**config.mk**
```make
export PLATFORM = sky130hd
export DESIGN_NAME = adc_scan_scheduler
export DESIGN_NICKNAME = d
export VERILOG_FILES = /design/src/rtl/adc_scan_scheduler.sv
export SDC_FILE = /design/constraint.sdc
export NUM_CORES = 1
export LEC_CHECK = 0
export BUFFER_PORTS_ARGS = -buffer_cell sky130_fd_sc_hd__buf_2
export CORE_UTILIZATION = 50
export CTS_BUF_LIST = sky130_fd_sc_hd__clkbuf_4 sky130_fd_sc_hd__clkbuf_8
export DETAILED_ROUTE_END_ITERATION = 8
export GPL_TIMING_DRIVEN = 0
export PLACE_DENSITY = 0.73
export SLEW_MARGIN = 10
export SYNTH_ARGS = -nofsm -noshare
export SYNTH_HDL_FRONTEND = slang
export SYNTH_SLANG_ARGS = --single-unit
```
**constraint.sdc**
```tcl
create_clock -name clk -period 2.3 [get_ports clk]
set_input_delay 0.115 -clock clk [delete_from_list [all_inputs] [get_ports clk]]
set_output_delay 0.115 -clock clk [all_outputs]
set_load 0.005 [all_outputs]
```
**src/rtl/adc_scan_scheduler.sv**
```systemverilog
// ADC scan scheduler: shares one ADC request/result channel between periodic channel
// sweeps and priority host one-shots, keeps a latest-value table and flags timeouts.
module adc_scan_scheduler #(
  parameter int          NUM_CH   = 8,
  parameter int          TIMEOUT  = 1023,
  parameter logic [7:0]  SCAN_TAG = 8'h80
) (
  input  logic        clk,
  input  logic        rst,
  input  logic [23:0] cfg_data,
  input  logic        cfg_wr,
  input  logic [7:0]  req_addr,
  input  logic        req_wr,
  output logic        req_busy,
  output logic [23:0] adc_in_data,
  output logic        adc_in_wr,
  input  logic [23:0] adc_out_data,
  input  logic        adc_out_wr,
  output logic [23:0] out_data,
  output logic        out_wr,
  input  logic [2:0]  rd_ch,
  output logic [9:0]  rd_data,
  output logic [3:0]  status
);

  localparam int CH_W = $clog2(NUM_CH);
  localparam int TO_W = $clog2(TIMEOUT + 1);

  typedef enum logic {ST_IDLE, ST_WAIT} state_e;

  state_e             state_q, state_d;
  logic [NUM_CH-1:0]  mask_q, mask_d;
  logic [15:0]        period_q, period_d;
  logic [15:0]        per_cnt_q, per_cnt_d;
  logic [NUM_CH-1:0]  sweep_mask_q, sweep_mask_d;
  logic               busy_q, busy_d;
  logic [7:0]         req_tag_q, req_tag_d;
  logic [7:0]         cur_tag_q, cur_tag_d;
  logic               cur_oneshot_q, cur_oneshot_d;
  logic [TO_W-1:0]    to_cnt_q, to_cnt_d;
  logic [23:0]        adc_in_data_q, adc_in_data_d;
  logic               adc_in_wr_q, adc_in_wr_d;
  logic [23:0]        out_data_q, out_data_d;
  logic               out_wr_q, out_wr_d;
  logic [2:0]         status_q, status_d;
  logic [9:0]         res_tab_q [NUM_CH];
  logic [9:0]         res_tab_d [NUM_CH];
  logic [9:0]         rd_data_q, rd_data_d;

  logic               tick;
  logic               clr_cmd;
  logic               scan_hit;
  logic [CH_W-1:0]    scan_ch;
  logic               unused_adc_hi;

  // The result tag is tracked locally, so the echoed upper result bits are not needed.
  assign unused_adc_hi = ^adc_out_data[23:10];

  // A write of period 0xFFFF with an empty mask is a status-clear command, not a config load.
  assign clr_cmd = cfg_wr && (cfg_data[23:8] == 16'hFFFF) && (cfg_data[7:0] == 8'h00);

  always_comb begin
    scan_hit = 1'b0;
    scan_ch  = '0;
    for (int i = NUM_CH - 1; i >= 0; i--) begin
      if (sweep_mask_q[i]) begin
        scan_hit = 1'b1;
        scan_ch  = CH_W'(i);
      end
    end
  end

  always_comb begin
    // NOTE: every signal gets its hold value first so no path through the branches infers a latch.
    state_d       = state_q;
    mask_d        = mask_q;
    period_d      = period_q;
    per_cnt_d     = per_cnt_q;
    sweep_mask_d  = sweep_mask_q;
    busy_d        = busy_q;
    req_tag_d     = req_tag_q;
    cur_tag_d     = cur_tag_q;
    cur_oneshot_d = cur_oneshot_q;
    to_cnt_d      = to_cnt_q;
    adc_in_data_d = adc_in_data_q;
    adc_in_wr_d   = 1'b0;
    out_data_d    = out_data_q;
    out_wr_d      = 1'b0;
    status_d      = status_q;
    res_tab_d     = res_tab_q;
    rd_data_d     = res_tab_q[rd_ch[CH_W-1:0]];
    tick          = 1'b0;

    if (clr_cmd) status_d = '0;

    if (cfg_wr && !clr_cmd) begin
      mask_d    = cfg_data[NUM_CH-1:0];
      period_d  = cfg_data[23:8];
      per_cnt_d = cfg_data[23:8];
    end else if (period_q != 16'd0) begin
      if (per_cnt_q <= 16'd1) begin
        tick      = 1'b1;
        per_cnt_d = period_q;
      end else begin
        per_cnt_d = per_cnt_q - 16'd1;
      end
    end

    // A new sweep starts only once the previous one has fully drained.
    if (tick && (mask_q != '0)) begin
      if (sweep_mask_q == '0) sweep_mask_d = mask_q;
      else                    status_d[0]  = 1'b1;
    end

    if (req_wr) begin
      if (busy_q) begin
        status_d[2] = 1'b1;
      end else begin
        busy_d    = 1'b1;
        req_tag_d = req_addr;
      end
    end

    case (state_q)
      ST_IDLE: begin
        if (busy_q || scan_hit) begin
          if (busy_q) begin
            cur_tag_d     = req_tag_q;
            cur_oneshot_d = 1'b1;
          end else begin
            cur_tag_d             = SCAN_TAG | 8'(scan_ch);
            cur_oneshot_d         = 1'b0;
            sweep_mask_d[scan_ch] = 1'b0;
          end
          adc_in_data_d = {16'b0, cur_tag_d};
          adc_in_wr_d   = 1'b1;
          to_cnt_d      = '0;
          state_d       = ST_WAIT;
        end
      end
      ST_WAIT: begin
        to_cnt_d = to_cnt_q + 1'b1;
        if (adc_out_wr) begin
          out_data_d = {cur_tag_q, 6'b0, adc_out_data[9:0]};
          out_wr_d   = 1'b1;
          state_d    = ST_IDLE;
          if (cur_oneshot_q) busy_d = 1'b0;
          else               res_tab_d[cur_tag_q[CH_W-1:0]] = adc_out_data[9:0];
        end else if (to_cnt_q == TO_W'(TIMEOUT)) begin
          out_data_d  = {cur_tag_q, 6'b100000, 10'h3FF};
          out_wr_d    = 1'b1;
          status_d[1] = 1'b1;
          state_d     = ST_IDLE;
          if (cur_oneshot_q) busy_d = 1'b0;
        end
      end
      default: state_d = ST_IDLE;
    endcase
  end

  // NOTE: sequential state uses non-blocking assignments so all flops update from pre-edge values.
  always_ff @(posedge clk) begin
    if (rst) begin
      state_q       <= ST_IDLE;
      mask_q        <= '0;
      period_q      <= '0;
      per_cnt_q     <= '0;
      sweep_mask_q  <= '0;
      busy_q        <= 1'b0;
      req_tag_q     <= '0;
      cur_tag_q     <= '0;
      cur_oneshot_q <= 1'b0;
      to_cnt_q      <= '0;
      adc_in_data_q <= '0;
      adc_in_wr_q   <= 1'b0;
      out_data_q    <= '0;
      out_wr_q      <= 1'b0;
      status_q      <= '0;
      rd_data_q     <= '0;
      // NOTE: the result table is small and must read back zero after reset, so it is built from resettable flops.
      for (int i = 0; i < NUM_CH; i++) res_tab_q[i] <= '0;
    end else begin
      state_q       <= state_d;
      mask_q        <= mask_d;
      period_q      <= period_d;
      per_cnt_q     <= per_cnt_d;
      sweep_mask_q  <= sweep_mask_d;
      busy_q        <= busy_d;
      req_tag_q     <= req_tag_d;
      cur_tag_q     <= cur_tag_d;
      cur_oneshot_q <= cur_oneshot_d;
      to_cnt_q      <= to_cnt_d;
      adc_in_data_q <= adc_in_data_d;
      adc_in_wr_q   <= adc_in_wr_d;
      out_data_q    <= out_data_d;
      out_wr_q      <= out_wr_d;
      status_q      <= status_d;
      rd_data_q     <= rd_data_d;
      for (int i = 0; i < NUM_CH; i++) res_tab_q[i] <= res_tab_d[i];
    end
  end

  assign req_busy    = busy_q;
  assign adc_in_data = adc_in_data_q;
  assign adc_in_wr   = adc_in_wr_q;
  assign out_data    = out_data_q;
  assign out_wr      = out_wr_q;
  assign rd_data     = rd_data_q;
  assign status      = {1'b0, status_q};

endmodule

```
## Yosys cells after proc, flatten, opt, wreduce, memory -nomap -nowiden

Index checks and enable logic that the tools add are counted.
W data, S select, Z words.

- Magnitude comparators: 6
- Equal/unequal tests: 3
- Divide/modulo/power cells: 0
- Reductions and logical operators: 20
- Add/sub/neg operators: 2
- $mul: 0
- Shifts and indexed selects: 0
- Bitwise logic cells: 7
- Multiplexer cells: 60

Operators by type and width:

| cell | count |
|---|---|
| $bwmux W80 | 1 |
| $mux W16 | 3 |
| $mux W24 | 2 |
| $mux W8 | 6 |
| $mux W10 | 4 |
| $bmux W10 S3 | 1 |
| $demux W10 S3 | 1 |
| $mux W1 | 30 |
| $mux W3 | 9 |
| $pmux W10 S2 | 1 |
| $eq A16 B16 Y1 const B | 1 |
| $le A16 B1 Y1 const B | 1 |
| $logic_not A8 Y1 | 2 |
| $reduce_bool A16 Y1 | 1 |
| $sub A16 B1 Y16 const B | 1 |
| $add A10 B1 Y10 const B | 1 |
| $eq A10 B10 Y1 const B | 1 |
| $and A8 B8 Y8 | 1 |
| $ge A4 B4 Y1 const B | 2 |
| $not A3 Y4 | 2 |
| $not A8 Y8 | 1 |
| $reduce_bool A8 Y1 | 1 |
| $logic_and A1 B1 Y1 | 6 |
| $reduce_and A2 Y1 | 3 |
| other kinds (12) | 16 |

- Output and inout port bits: 65
- Bits in latches: 0
- Memories: 0
- Bits of input ports: 64
- RAM bits: 0
- Register bits after elaboration: 196
- Bits in read-only memories: 0

## Longest topological paths before layout

- Depth in word-level cells: 17
- Mapped depth: 9
- Depth with buffers taken out: 8

## Worst setup path after synthesis

No wires, ideal clock.

- Path kind: register to register
- Start point: register per_cnt_q[8]
- End point: register per_cnt_q[14]
- Arrival: 2.081 ns
- Slack: 0.146 ns
- Required time: 2.227 ns
- Stages on the path, launching flop included: 7
- Path buffers: 0
- Cell sequence: dfxtp_1 or4_4 or4_4 nor2_4 nor2_1 o31a_1 nor3_2

- Cells in the longest elaborated chain, start to end: 4
- Elaborated cells between the ends (all ways): 5

Ends and longest elaborated chain:

| element | line | RTL |
|---|---|---|
| start: declaration | 34 | `logic [15:0] per_cnt_q, per_cnt_d;` |
| start signal: assignment | 186 | `per_cnt_q <= per_cnt_d;` |
| $sub A16 B1 Y16 or $le A16 B1 Y1 (tied branches) | 105, 101 |  |
| $mux W16 (*) | 101 | `if (per_cnt_q <= 16'd1) begin` |
| $mux W16 (*) | 100 | `end else if (period_q != 16'd0) begin` |
| $mux W16 (*) | 96 | `if (cfg_wr && !clr_cmd) begin` |

Every way passes the cells marked *; elsewhere a longest branch is shown, timed or not. The select of a mux whose other input is x is not followed.
A chain may end at the register's enable or synchronous reset.

## Worst setup path in the final report

- Start point: register per_cnt_q[8]
- End point: register per_cnt_q[5]

- Cells in the longest elaborated chain, start to end: 4

Ends and longest elaborated chain:

| element | line |
|---|---|
| $le A16 B1 Y1 | 101 |
| $mux W16 | 101 |
| $mux W16 | 100 |
| $mux W16 | 96 |

No other way between the ends. The select of a mux whose other input is x is not followed.

==> flow_metrics.py <==
metrics = {
    "timing": {
        "fin_crit_sh_pct": 97.7,
        "relSlewSlack_pct": 39.4,
        "clock_skew_ns": 0.0129,
        "worst_slew_pin_slew_ns": 0.909,
        "drv_slew": 0,
        "timing.fmax_mhz": 445,
        "rsz0062_at_grt": "yes",
        "hold_viol": 0,
        "whs_ns": 0.0512,
        "finalSetupViolCount": 0,
        "fin_crit_ns": 2.25,
    },
    "synthesis": {
        "synthTopCellsByCount": "dfxtp_1 (191), nor2_1 (140), nand2_1 (135)",
        "synth.most_common_cell": "dfxtp_1",
        "synth_seq_cells": 191,
        "synth_top_area_share_pct": 45.9,
        "yosysTopAreaCell": "dfxtp_1",
        "yosys_most_used_dff": "dfxtp_1",
        "async_flop_share_pct": 0,
        "synth.distinct_cells": 60,
        "synth_edf_count": 0,
        "ys.warnings.count": 0,
        "syn_area_per_cell_um2": 8.94,
        "netlist_top_cells_area": "dfxtp_1 (46%), mux2i_1 (11%), nor2_1 (6.3%), nand2_1 (6.1%), mux4_2 (5.4%)",
        "syn_inst": 933,
        "ys_seq_area_share_pct": 45.9,
        "synth_area_um2": 8340,
    },
    "cts": {
        "clk_latency_ns": 0.47,
        "cts_sinks": 191,
        "h-tree-depth": 4,
        "clk_pin_slew_ns": 0.10,
        "cts_root_buf": "clkbuf_8",
        "tritoncts": "yes",
        "cts_buffer_depth": 2,
        "cts-buffers-inserted": 17,
    },
    "global_routing": {
        "grt_use_total_pct": 26.4,
        "grt_overflow": 0,
        "grt_pass1_wl_um": 36100,
        "grt_max_degree": 20,
        "grt_pass1_vias": 6965,
        "antenna_found_initial": 0,
    },
    "worst_setup_path": {
        "end_kind": "flop",
        "max_stage_delay_ns": 0.57,
        "cp.arrival_ns": 2.59,
        "path_class": "reg -> reg",
        "crit_fanout": 6,
        "crit_chain": "or4_4 > or4_4 > nor2_4 > buf_6 > nor2_2 > mux2i_1 > a211oi_1",
        "critPathLaunch": "per_cnt_q[8]",
        "cpMaxStageDelayCell": "or4_4",
        "crit_path_start_kind": "flop",
        "cp_common_cell": "or4_4",
        "r2r-start": "per_cnt_q[8]",
        "worst_ep_required_time_ns": 2.64,
    },
    "floorplan": {
        "die_h_um": 131,
        "core_um2": 16100,
        "die_w_um": 131,
        "initial_utilization_pct": 51.9,
        "die_area_um2": 17200,
        "num_rows": 46,
        "num_io_pins": 129,
    },
    "drt": {
        "drt-initial-drc-count": 634,
        "wire_per_inst_um": 16.9,
        "drc": 0,
        "dr.pass1.iters": 5,
        "via_count": 7335,
        "ant_nets": 0,
        "avgViaCountPerCell": 5.54,
        "drt-total-wl_um": 22400,
    },
    "finish": {
        "stdcell_area_um2": 10000,
        "antenna_cells": 0,
        "drive_above_1_share_pct": 19.0,
        "nets": 1163,
        "fillCellCount": 1368,
        "syn2layout_area_growth_pct": 20.4,
    },
    "pwr": {
        "leakage_nw": 4.17,
        "power_density_nw_per_um2": 658,
        "worst_ir_drop_vdd_mv": 0.394,
    },
    "job": {
        "cap_violations": 0,
    },
    "place": {
        "placed_cell_area_um2": 9100,
        "gp_congestion": 0.928,
        "portBuffers": 79,
        "dp_hpwl_um": 15600,
    },
    "hold_path": {
        "hold_class": "in -> reg",
        "hp-start": "adc_out_data[9]",
    },
    "status": {
        "status": "finished, final reports clean",
    },
}
==> stage by stage <==
stage	cells	worst slack (ns)	setup TNS, ns	util (%)	total power, mW
6_report	1325	0.0519	0	62.5	6.60
5_1_grt	1325	-0.0266	-0.0438	62.5	6.85
4_1_cts	1318	0.00185	0	61.6	6.58
3_5_place_dp	1250	-0.193	-2.37	56.7	4.33
3_3_place_gp	1249	-0.300	-5.03	56.6	4.31
2_1_floorplan	954	0.146	0	-	4.08
==> what timing repair did <==
| item | in CTS | in global routing |
|---|---|---|
| pin swaps | 3 | 16 |
| resized for setup | 8 | 27 |
| buffers inserted | 3 | 8 |
| hold endpoints to repair | 51 | 0 |
| endpoints found under the setup margin | 30 | 103 |
| hold buffers | 35 | 0 |
==> registers in the layout, summed over array words and instances, names as in the netlist <==
register       count
rd_data           10
adc_in_wr          1
out_wr             1
status_q           3
to_cnt_q          10
state_q            1
cur_oneshot_q      1
out_data          19
req_tag_q          8
res_tab_q         80
req_busy           1
per_cnt_q         16
adc_in_data        8
sweep_mask_q       8
period_q          16
mask_q             8
==> area by class of cell <==
class	instances	area [µm²]	area share, %
multi-input combinational	665	4230	42.1
sequential	191	3830	38.1
timing repair buffer	126	840	8.36
buffer	86	427	4.25
tap	216	270	2.69
clock buffer	17	234	2.33
clock inverter	15	178	1.77
inverter	9	33.8	0.336
==> critical path: cells and delay by family, from the launching register on <==
family          cells  cell delay (ns)
mux                 1             0.15
compound gates      1             0.09
buf+inv             1             0.15
simple gates        4             1.36
flops               1             0.37
==> cell families after synthesis <==
group	after synthesis	share of synthesized area [%]
AND/OR/NAND/NOR	372	20.2
XOR/XNOR	4	0.420
adder cells (fa/ha/maj)	3	0.450
other	1	0.0450
buffers and inverters	98	5.51
multiplexers	111	16.3
AO/OA/AOI/OAI	153	11.2
flip-flops	191	45.9
==> power breakdown <==
part	internal (mW)	switching [mW]
clock	0.919	1.33
combinational	0.352	0.496
sequential	3.40	0.0999
==> routing by layer <==
| metal | routed length, µm | share of wire, % | track usage, % | vias up |
|---|---|---|---|---|
| met4 | 490 | 2.2 | 10.1 | 0 |
| met3 | 1380 | 6.2 | 4.94 | 38 |
| met2 | 10500 | 47 | 42.6 | 267 |
| met1 | 9980 | 45 | 34.9 | 3487 |
| li1 | - | - | - | 3543 |
| met5 | 0 | 0 | 0 | - |
==> cells in the final DEF, fill, tap and decap left out, drive strengths merged, types with 3 or more instances in the layout <==
cell type / count
a31oi: 11
and3: 6
or4: 10
nor3: 17
nand2b: 4
conb: 22
a21oi: 82
xor2: 3
dlygate4sd3: 35
inv: 15
nand3: 20
nor3b: 3
o211ai: 5
mux4: 20
and4: 3
ha: 3
o21a: 6
clkinv: 8
o21bai: 4
nor4: 15
o21ai: 11
nand2: 135
buf: 122
a22oi: 3
nor2: 141
or3: 4
dfxtp: 191
clkbuf: 72
nand3b: 3
nand4: 5
mux2i: 90
a211oi: 11
==> final timing paths <==
kind,end,slack (ns),depth (start not counted)
max,per_cnt_q[5],0.05,7
min,res_tab_q[19],0.05,3
max reg2reg,per_cnt_q[5],0.05,7
min reg2reg,out_data[23],0.46,2
No activity file was read; power rests on OpenSTA's default activity.
